--- src/rtl/stopwatch_ctrl_if.sv ---
// Stopwatch controller signal bundle: pre-divided ticks, button pulses,
// mode switches in; BCD digits, blanking requests and run status out.
interface stopwatch_ctrl_if;
  logic       tick_1hz;
  logic       tick_2hz;
  logic       pause_p;
  logic       clear_p;
  logic       adj;
  logic       sel;
  logic [2:0] min1;
  logic [3:0] min0;
  logic [2:0] sec1;
  logic [3:0] sec0;
  logic       blank_min;
  logic       blank_sec;
  logic       running;

  modport master (
    output tick_1hz, tick_2hz, pause_p, clear_p, adj, sel,
    input  min1, min0, sec1, sec0, blank_min, blank_sec, running
  );

  modport slave (
    input  tick_1hz, tick_2hz, pause_p, clear_p, adj, sel,
    output min1, min0, sec1, sec0, blank_min, blank_sec, running
  );
endinterface

--- src/rtl/stopwatch_ctrl.sv ---
// mm:ss stopwatch sequencer: RUN/PAUSE/ADJ mode FSM plus BCD digit
// registers, adjust-mode stepping and blink-phase blanking requests.
module stopwatch_ctrl #(
  parameter int unsigned MIN1_MAX = 5
) (
  input  logic            clk,
  input  logic            rst_n,
  stopwatch_ctrl_if.slave bus
);

  localparam logic [2:0] M1_MAX = 3'(MIN1_MAX);

  typedef enum logic [1:0] {RUN, PAUSE, ADJ} state_t;

  state_t     state, state_nxt;
  logic       paused_save, paused_save_nxt;
  logic       blink_ph, blink_ph_nxt;
  logic [2:0] min1_q, min1_nxt;
  logic [3:0] min0_q, min0_nxt;
  logic [2:0] sec1_q, sec1_nxt;
  logic [3:0] sec0_q, sec0_nxt;
  logic       blank_min_q, blank_min_nxt;
  logic       blank_sec_q, blank_sec_nxt;
  logic       running_q, running_nxt;

  // incremented field values; seconds and minutes wrap independently
  logic [2:0] min1_inc, sec1_inc;
  logic [3:0] min0_inc, sec0_inc;
  logic       sec_wrap;

  // single-step increment of each field
  always_comb begin
    sec_wrap = (sec0_q == 4'd9) && (sec1_q == 3'd5);
    sec0_inc = (sec0_q == 4'd9) ? 4'd0 : sec0_q + 4'd1;
    sec1_inc = sec1_q;
    if (sec0_q == 4'd9) sec1_inc = (sec1_q == 3'd5) ? 3'd0 : sec1_q + 3'd1;
    min0_inc = (min0_q == 4'd9) ? 4'd0 : min0_q + 4'd1;
    min1_inc = min1_q;
    if (min0_q == 4'd9) min1_inc = (min1_q == M1_MAX) ? 3'd0 : min1_q + 3'd1;
  end

  // next-state, digit and output logic
  always_comb begin
    state_nxt       = state;
    paused_save_nxt = paused_save;
    blink_ph_nxt    = blink_ph;
    min1_nxt        = min1_q;
    min0_nxt        = min0_q;
    sec1_nxt        = sec1_q;
    sec0_nxt        = sec0_q;

    unique case (state)
      RUN:     if (bus.adj) state_nxt = ADJ; else if (bus.pause_p) state_nxt = PAUSE;
      PAUSE:   if (bus.adj) state_nxt = ADJ; else if (bus.pause_p) state_nxt = RUN;
      ADJ:     if (!bus.adj) state_nxt = paused_save ? PAUSE : RUN;
      default: state_nxt = RUN;
    endcase

    if (state != ADJ && state_nxt == ADJ) begin
      paused_save_nxt = (state == PAUSE);
      blink_ph_nxt    = 1'b0;
    end
    if (state == ADJ && bus.tick_2hz) blink_ph_nxt = ~blink_ph;

    // counting uses the current state, so a same-edge pause still counts
    if (state == RUN && bus.tick_1hz) begin
      sec0_nxt = sec0_inc;
      sec1_nxt = sec1_inc;
      if (sec_wrap) begin
        min0_nxt = min0_inc;
        min1_nxt = min1_inc;
      end
    end else if (state == ADJ && bus.tick_2hz) begin
      if (bus.sel) begin
        sec0_nxt = sec0_inc;
        sec1_nxt = sec1_inc;
      end else begin
        min0_nxt = min0_inc;
        min1_nxt = min1_inc;
      end
    end

    if (bus.clear_p) begin
      min1_nxt = '0;
      min0_nxt = '0;
      sec1_nxt = '0;
      sec0_nxt = '0;
    end

    blank_min_nxt = (state_nxt == ADJ) && !bus.sel && blink_ph_nxt;
    blank_sec_nxt = (state_nxt == ADJ) &&  bus.sel && blink_ph_nxt;
    running_nxt   = (state_nxt == RUN);
  end

  // state, digit and output registers
  always_ff @(posedge clk or negedge rst_n) begin
    if (!rst_n) begin
      state       <= RUN;
      paused_save <= 1'b0;
      blink_ph    <= 1'b0;
      min1_q      <= '0;
      min0_q      <= '0;
      sec1_q      <= '0;
      sec0_q      <= '0;
      blank_min_q <= 1'b0;
      blank_sec_q <= 1'b0;
      running_q   <= 1'b1;
    end else begin
      state       <= state_nxt;
      paused_save <= paused_save_nxt;
      blink_ph    <= blink_ph_nxt;
      min1_q      <= min1_nxt;
      min0_q      <= min0_nxt;
      sec1_q      <= sec1_nxt;
      sec0_q      <= sec0_nxt;
      blank_min_q <= blank_min_nxt;
      blank_sec_q <= blank_sec_nxt;
      running_q   <= running_nxt;
    end
  end

  assign bus.min1      = min1_q;
  assign bus.min0      = min0_q;
  assign bus.sec1      = sec1_q;
  assign bus.sec0      = sec0_q;
  assign bus.blank_min = blank_min_q;
  assign bus.blank_sec = blank_sec_q;
  assign bus.running   = running_q;

endmodule
--- src/flat_wrapper.sv ---
// flat-port wrapper written by rule: the top's interface ports become plain ports
module stopwatch_ctrl_flat 
#(
  parameter int unsigned MIN1_MAX = 5
)
  (clk, rst_n, bus_tick_1hz, bus_tick_2hz, bus_pause_p, bus_clear_p, bus_adj, bus_sel, bus_min1, bus_min0, bus_sec1, bus_sec0, bus_blank_min, bus_blank_sec, bus_running);
  stopwatch_ctrl_if bus_i ();
  input  logic clk;
  input  logic rst_n;
  input wire logic [$bits(bus_i.tick_1hz)-1:0] bus_tick_1hz;
  input wire logic [$bits(bus_i.tick_2hz)-1:0] bus_tick_2hz;
  input wire logic [$bits(bus_i.pause_p)-1:0] bus_pause_p;
  input wire logic [$bits(bus_i.clear_p)-1:0] bus_clear_p;
  input wire logic [$bits(bus_i.adj)-1:0] bus_adj;
  input wire logic [$bits(bus_i.sel)-1:0] bus_sel;
  output wire logic [$bits(bus_i.min1)-1:0] bus_min1;
  output wire logic [$bits(bus_i.min0)-1:0] bus_min0;
  output wire logic [$bits(bus_i.sec1)-1:0] bus_sec1;
  output wire logic [$bits(bus_i.sec0)-1:0] bus_sec0;
  output wire logic [$bits(bus_i.blank_min)-1:0] bus_blank_min;
  output wire logic [$bits(bus_i.blank_sec)-1:0] bus_blank_sec;
  output wire logic [$bits(bus_i.running)-1:0] bus_running;
  assign bus_i.tick_1hz = bus_tick_1hz;
  assign bus_i.tick_2hz = bus_tick_2hz;
  assign bus_i.pause_p = bus_pause_p;
  assign bus_i.clear_p = bus_clear_p;
  assign bus_i.adj = bus_adj;
  assign bus_i.sel = bus_sel;
  assign bus_min1 = bus_i.min1;
  assign bus_min0 = bus_i.min0;
  assign bus_sec1 = bus_i.sec1;
  assign bus_sec0 = bus_i.sec0;
  assign bus_blank_min = bus_i.blank_min;
  assign bus_blank_sec = bus_i.blank_sec;
  assign bus_running = bus_i.running;
  stopwatch_ctrl #(.MIN1_MAX(MIN1_MAX)) u_core (.clk(clk), .rst_n(rst_n), .bus(bus_i));
endmodule
--- config.mk ---
export PLATFORM = sky130hd
export DESIGN_NAME = stopwatch_ctrl_flat
export DESIGN_NICKNAME = d
export VERILOG_FILES = /design/src/rtl/stopwatch_ctrl_if.sv /design/src/rtl/stopwatch_ctrl.sv /design/src/flat_wrapper.sv
export SDC_FILE = /design/constraint.sdc
export NUM_CORES = 1
export LEC_CHECK = 0
export ABC_AREA = 1
export CAP_MARGIN = 5
export CORE_MARGIN = 2
export CORE_UTILIZATION = 25
export DETAILED_ROUTE_END_ITERATION = 7
export DONT_BUFFER_PORTS = 1
export SLEW_MARGIN = 15
export SYNTH_ARGS = -nofsm -noshare
export SYNTH_HDL_FRONTEND = slang
export SYNTH_SLANG_ARGS = --single-unit
--- constraint.sdc ---
create_clock -name clk -period 1.85 [get_ports clk]
set_input_delay 0.185 -clock clk [delete_from_list [all_inputs] [get_ports clk]]
set_output_delay 0.185 -clock clk [all_outputs]
set_load 0.01 [all_outputs]
==> impl_metrics.py <==
metrics = {
    "setup_path": {
        "cp.required_ps": 2000,
        "startpoint_type": "register",
        "crit_top_cell": "nand2_1",
        "crit_chain": "inv_1 -> ha_1 -> nand3_1 -> nor2_1 -> nand2_1 -> nand2_1 -> nand2_2 -> nand2_1 -> nand2_1",
        "path_class": "reg -> reg",
        "max_stage_delay_ps": 440,
        "endpoint_kind": "register",
        "cp.arrival_ps": 1630,
        "cpMaxStageDelayCell": "dfrtp_1",
        "worst-path-max-fanout": 5,
    },
    "synthesis": {
        "synth_top_area_share_pct": 41.6,
        "ys.flop_type": "dfrtp_1",
        "yosys.area_share.adder_pct": 4.16,
        "async_flop_share_pct": 100,
        "synthCells": 158,
        "synth_compound_area_share_pct": 8.43,
        "avgSynthCellArea_um2": 7.61,
        "yosysMostFrequentCell": "nand2_1",
        "syn_nets": 170,
        "synth.area.mux_share_pct": 0,
        "netlist_top_cells_count": "nand2_1, nand3_1, inv_1, dfrtp_1, nor2_1",
        "synth_cell_types": 22,
        "synth-edff-count": 0,
        "yosys_warnings": 0,
        "synth_area_um2": 1200,
        "ys_ff_latch": 21,
        "yosys.area_share.xor_xnor_pct": 2.91,
        "synth.area.top_cells": "dfrtp_1, nand2_1, nand3_1",
        "synth_top_family_by_area": "simple AND/OR/NAND/NOR gates",
        "synth-simple-area-share_pct": 33.2,
        "ys_seq_area_share_pct": 43.8,
        "yosys.area.top_type": "dfrtp_1",
    },
    "cells_and_area": {
        "syn2layout_area_growth_pct": 10.5,
        "fin_area_um2": 1330,
        "drive_gt1_share_pct": 8.59,
        "diodes": 0,
        "fin_nets": 176,
    },
    "placed_design": {
        "portBuffers": 0,
        "place_area_um2": 1260,
        "place_congestion": 0.760,
        "hpwlAfterDp_um": 1840,
    },
    "timing": {
        "hold_violations": 0,
        "setup_viol": 0,
        "period_minus_slack_ps": 1480,
        "maxSlewHeadroom_pct": 34.4,
        "finalSetupTns_ps": 0,
        "tightestPinTransition_ps": 981,
        "min_period_over_period_pct": 80.0,
        "rsz0062_at_grt": "false",
        "skew_ps": 3.77,
        "slew_violations": 0,
        "max_freq_mhz": 676,
    },
    "run_status": {
        "outcome": "finished clean",
    },
    "clocking": {
        "worstSkewPairLatency_ps": 260,
        "cts_buffer_depth": 2,
        "cts_tree": "done",
        "ctsResizeCount": 0,
        "cts_made_buffers": 3,
        "clkTransAtPathRegs_ps": 70,
        "htreeDepth": 1,
        "clock_sink_count": 21,
        "root_buffer": "clkbuf_8",
    },
    "power_and_ir_drop": {
        "intPower_uw": 776,
        "clockPowerShare_pct": 24.8,
        "p_leak_uw": 0.000687,
        "power_switching_uw": 406,
        "powerDensity_nw_per_um2": 889,
        "vdd_drop_max_uv": 451,
        "p_seq_share_pct": 55.6,
        "p_sw_share_pct": 34.3,
        "p_comb_share_pct": 19.6,
    },
    "worst_hold_path": {
        "min_path_type": "in -> reg",
    },
    "drt": {
        "dr_total_vias": 951,
        "highest_layer": "met4",
        "drtPass1Iterations": 4,
        "drc": 0,
        "wl_met1_um": 1110,
        "viasPerCell": 4.38,
        "drt_iter0_drc": 71,
        "route.met3.wl_um": 205,
        "routed_wl_um": 2380,
        "ant_nets": 0,
        "wl_per_cell_um": 10.9,
        "wl_met2_um": 1040,
    },
    "floorplan": {
        "start_util_pct": 25.6,
        "coreArea_um2": 4690,
        "dieArea_um2": 5380,
        "fp.dieW_um": 73.4,
        "rows": 25,
        "die_h_um": 73.4,
        "ioPinCount": 25,
    },
    "job": {
        "maxCapViolCount": 0,
    },
    "global_routing": {
        "gr-total-overflow": 0,
        "gr-usage-all-layers_pct": 9.83,
        "grt_pass1_wl_um": 4080,
        "grt_max_degree": 22,
        "antenna_found_initial": 0,
        "grt_pass1_vias": 902,
    },
}
[layout by cell type (no fill, tap or decap), types with 3 or more instances in the layout]
master    instances
nand2_1          40
clkbuf_8          3
o21ai_1           5
inv_1            22
nor2_1           20
xor2_1            4
ha_1              4
nand3_1          24
dfrtp_1          20
[what timing repair did]
action | 4_1_cts | 5_1_grt
setup buffers | 0 | 0
hold buffers | 2 | 0
endpoints found under the hold margin | 22 | 0
[cells by family (layout without fill, tap and decap cells)]
kind of cell	Yosys count	count (layout)
DFF	21	21
xor gates and xnor gates	4	4
and+or+nand+nor	92	92
adders and majority gates	4	4
AOI/OAI and AO/OA	14	14
buffers and inverters	23	28
[state kept, by name, summed over array words and instances, names as in the netlist]
register	flops
u_core.blink_ph	1
u_core.bus.min1	3
u_core.bus.min0	4
u_core.state	2
u_core.bus.sec0	4
u_core.bus.blank_sec	1
u_core.paused_save	1
u_core.bus.running	1
u_core.bus.sec1	3
u_core.bus.blank_min	1
[power groups by stage]
| stage | clock, uW | sequential (uW) | combinational (uW) |
|---|---|---|---|
| 2_1_floorplan | 0 | 641 | 192 |
| 5_1_grt | 322 | 678 | 276 |
| 4_1_cts | 307 | 660 | 234 |
| 6_report | 293 | 657 | 231 |
| 3_3_place_gp | 0 | 668 | 217 |
| 3_5_place_dp | 0 | 669 | 221 |
[through the flow]
stage	setup WS (ps)	total power (uW)	util [%]	cells	hold WS [ps]
global placement	400	885	26.9	211	-110
finish	371	1180	28.3	217	71.2
floorplan	507	833	-	158	-111
global route	175	1280	28.3	217	83.4
CTS	349	1200	28.3	217	70.1
detailed placement	365	890	26.9	211	-110
[per-layer routing]
layer | global-route usage [%] | vias up
met3 | 5.08 | 2
met5 | 0 | -
met2 | 14.7 | 22
met4 | 1.82 | 0
met1 | 12.8 | 420
li1 | - | 507
[area by class of cell]
| type | instances | area [um^2] |
|---|---|---|
| inverter | 22 | 82.6 |
| tap | 54 | 67.6 |
| clock buffer | 3 | 41.3 |
| sequential | 21 | 527 |
| fill | 528 | 3360 |
| multi-input combinational | 114 | 586 |
| timing repair buffer | 2 | 20.0 |
| clock inverter | 1 | 5.00 |
[path summary, 6_finish.rpt]
check / cells after the start / slack (ps) / to / from
max: 9 / 370 / u_core.bus.min0[3] / u_core.bus.sec0[1]
min: 2 / 70 / u_core.paused_save / bus_adj
max reg2reg: 9 / 370 / u_core.bus.min0[3] / u_core.bus.sec0[1]
min reg2reg: 1 / 490 / u_core.blink_ph / u_core.blink_ph
max in group asynchronous: 1 / 720 / u_core.bus.min1[0] / rst_n
min in group asynchronous: 1 / 530 / u_core.paused_save / rst_n
[critical path: cells and delay by family, from the launching register on]
kind                     cells  cell delay [ps]
AND/OR/NAND/NOR              7              710
adder cells (fa/ha/maj)      1              130
flip-flops                   1              440
buffers and inverters        1               90
(Power assumes the default switching activity.)
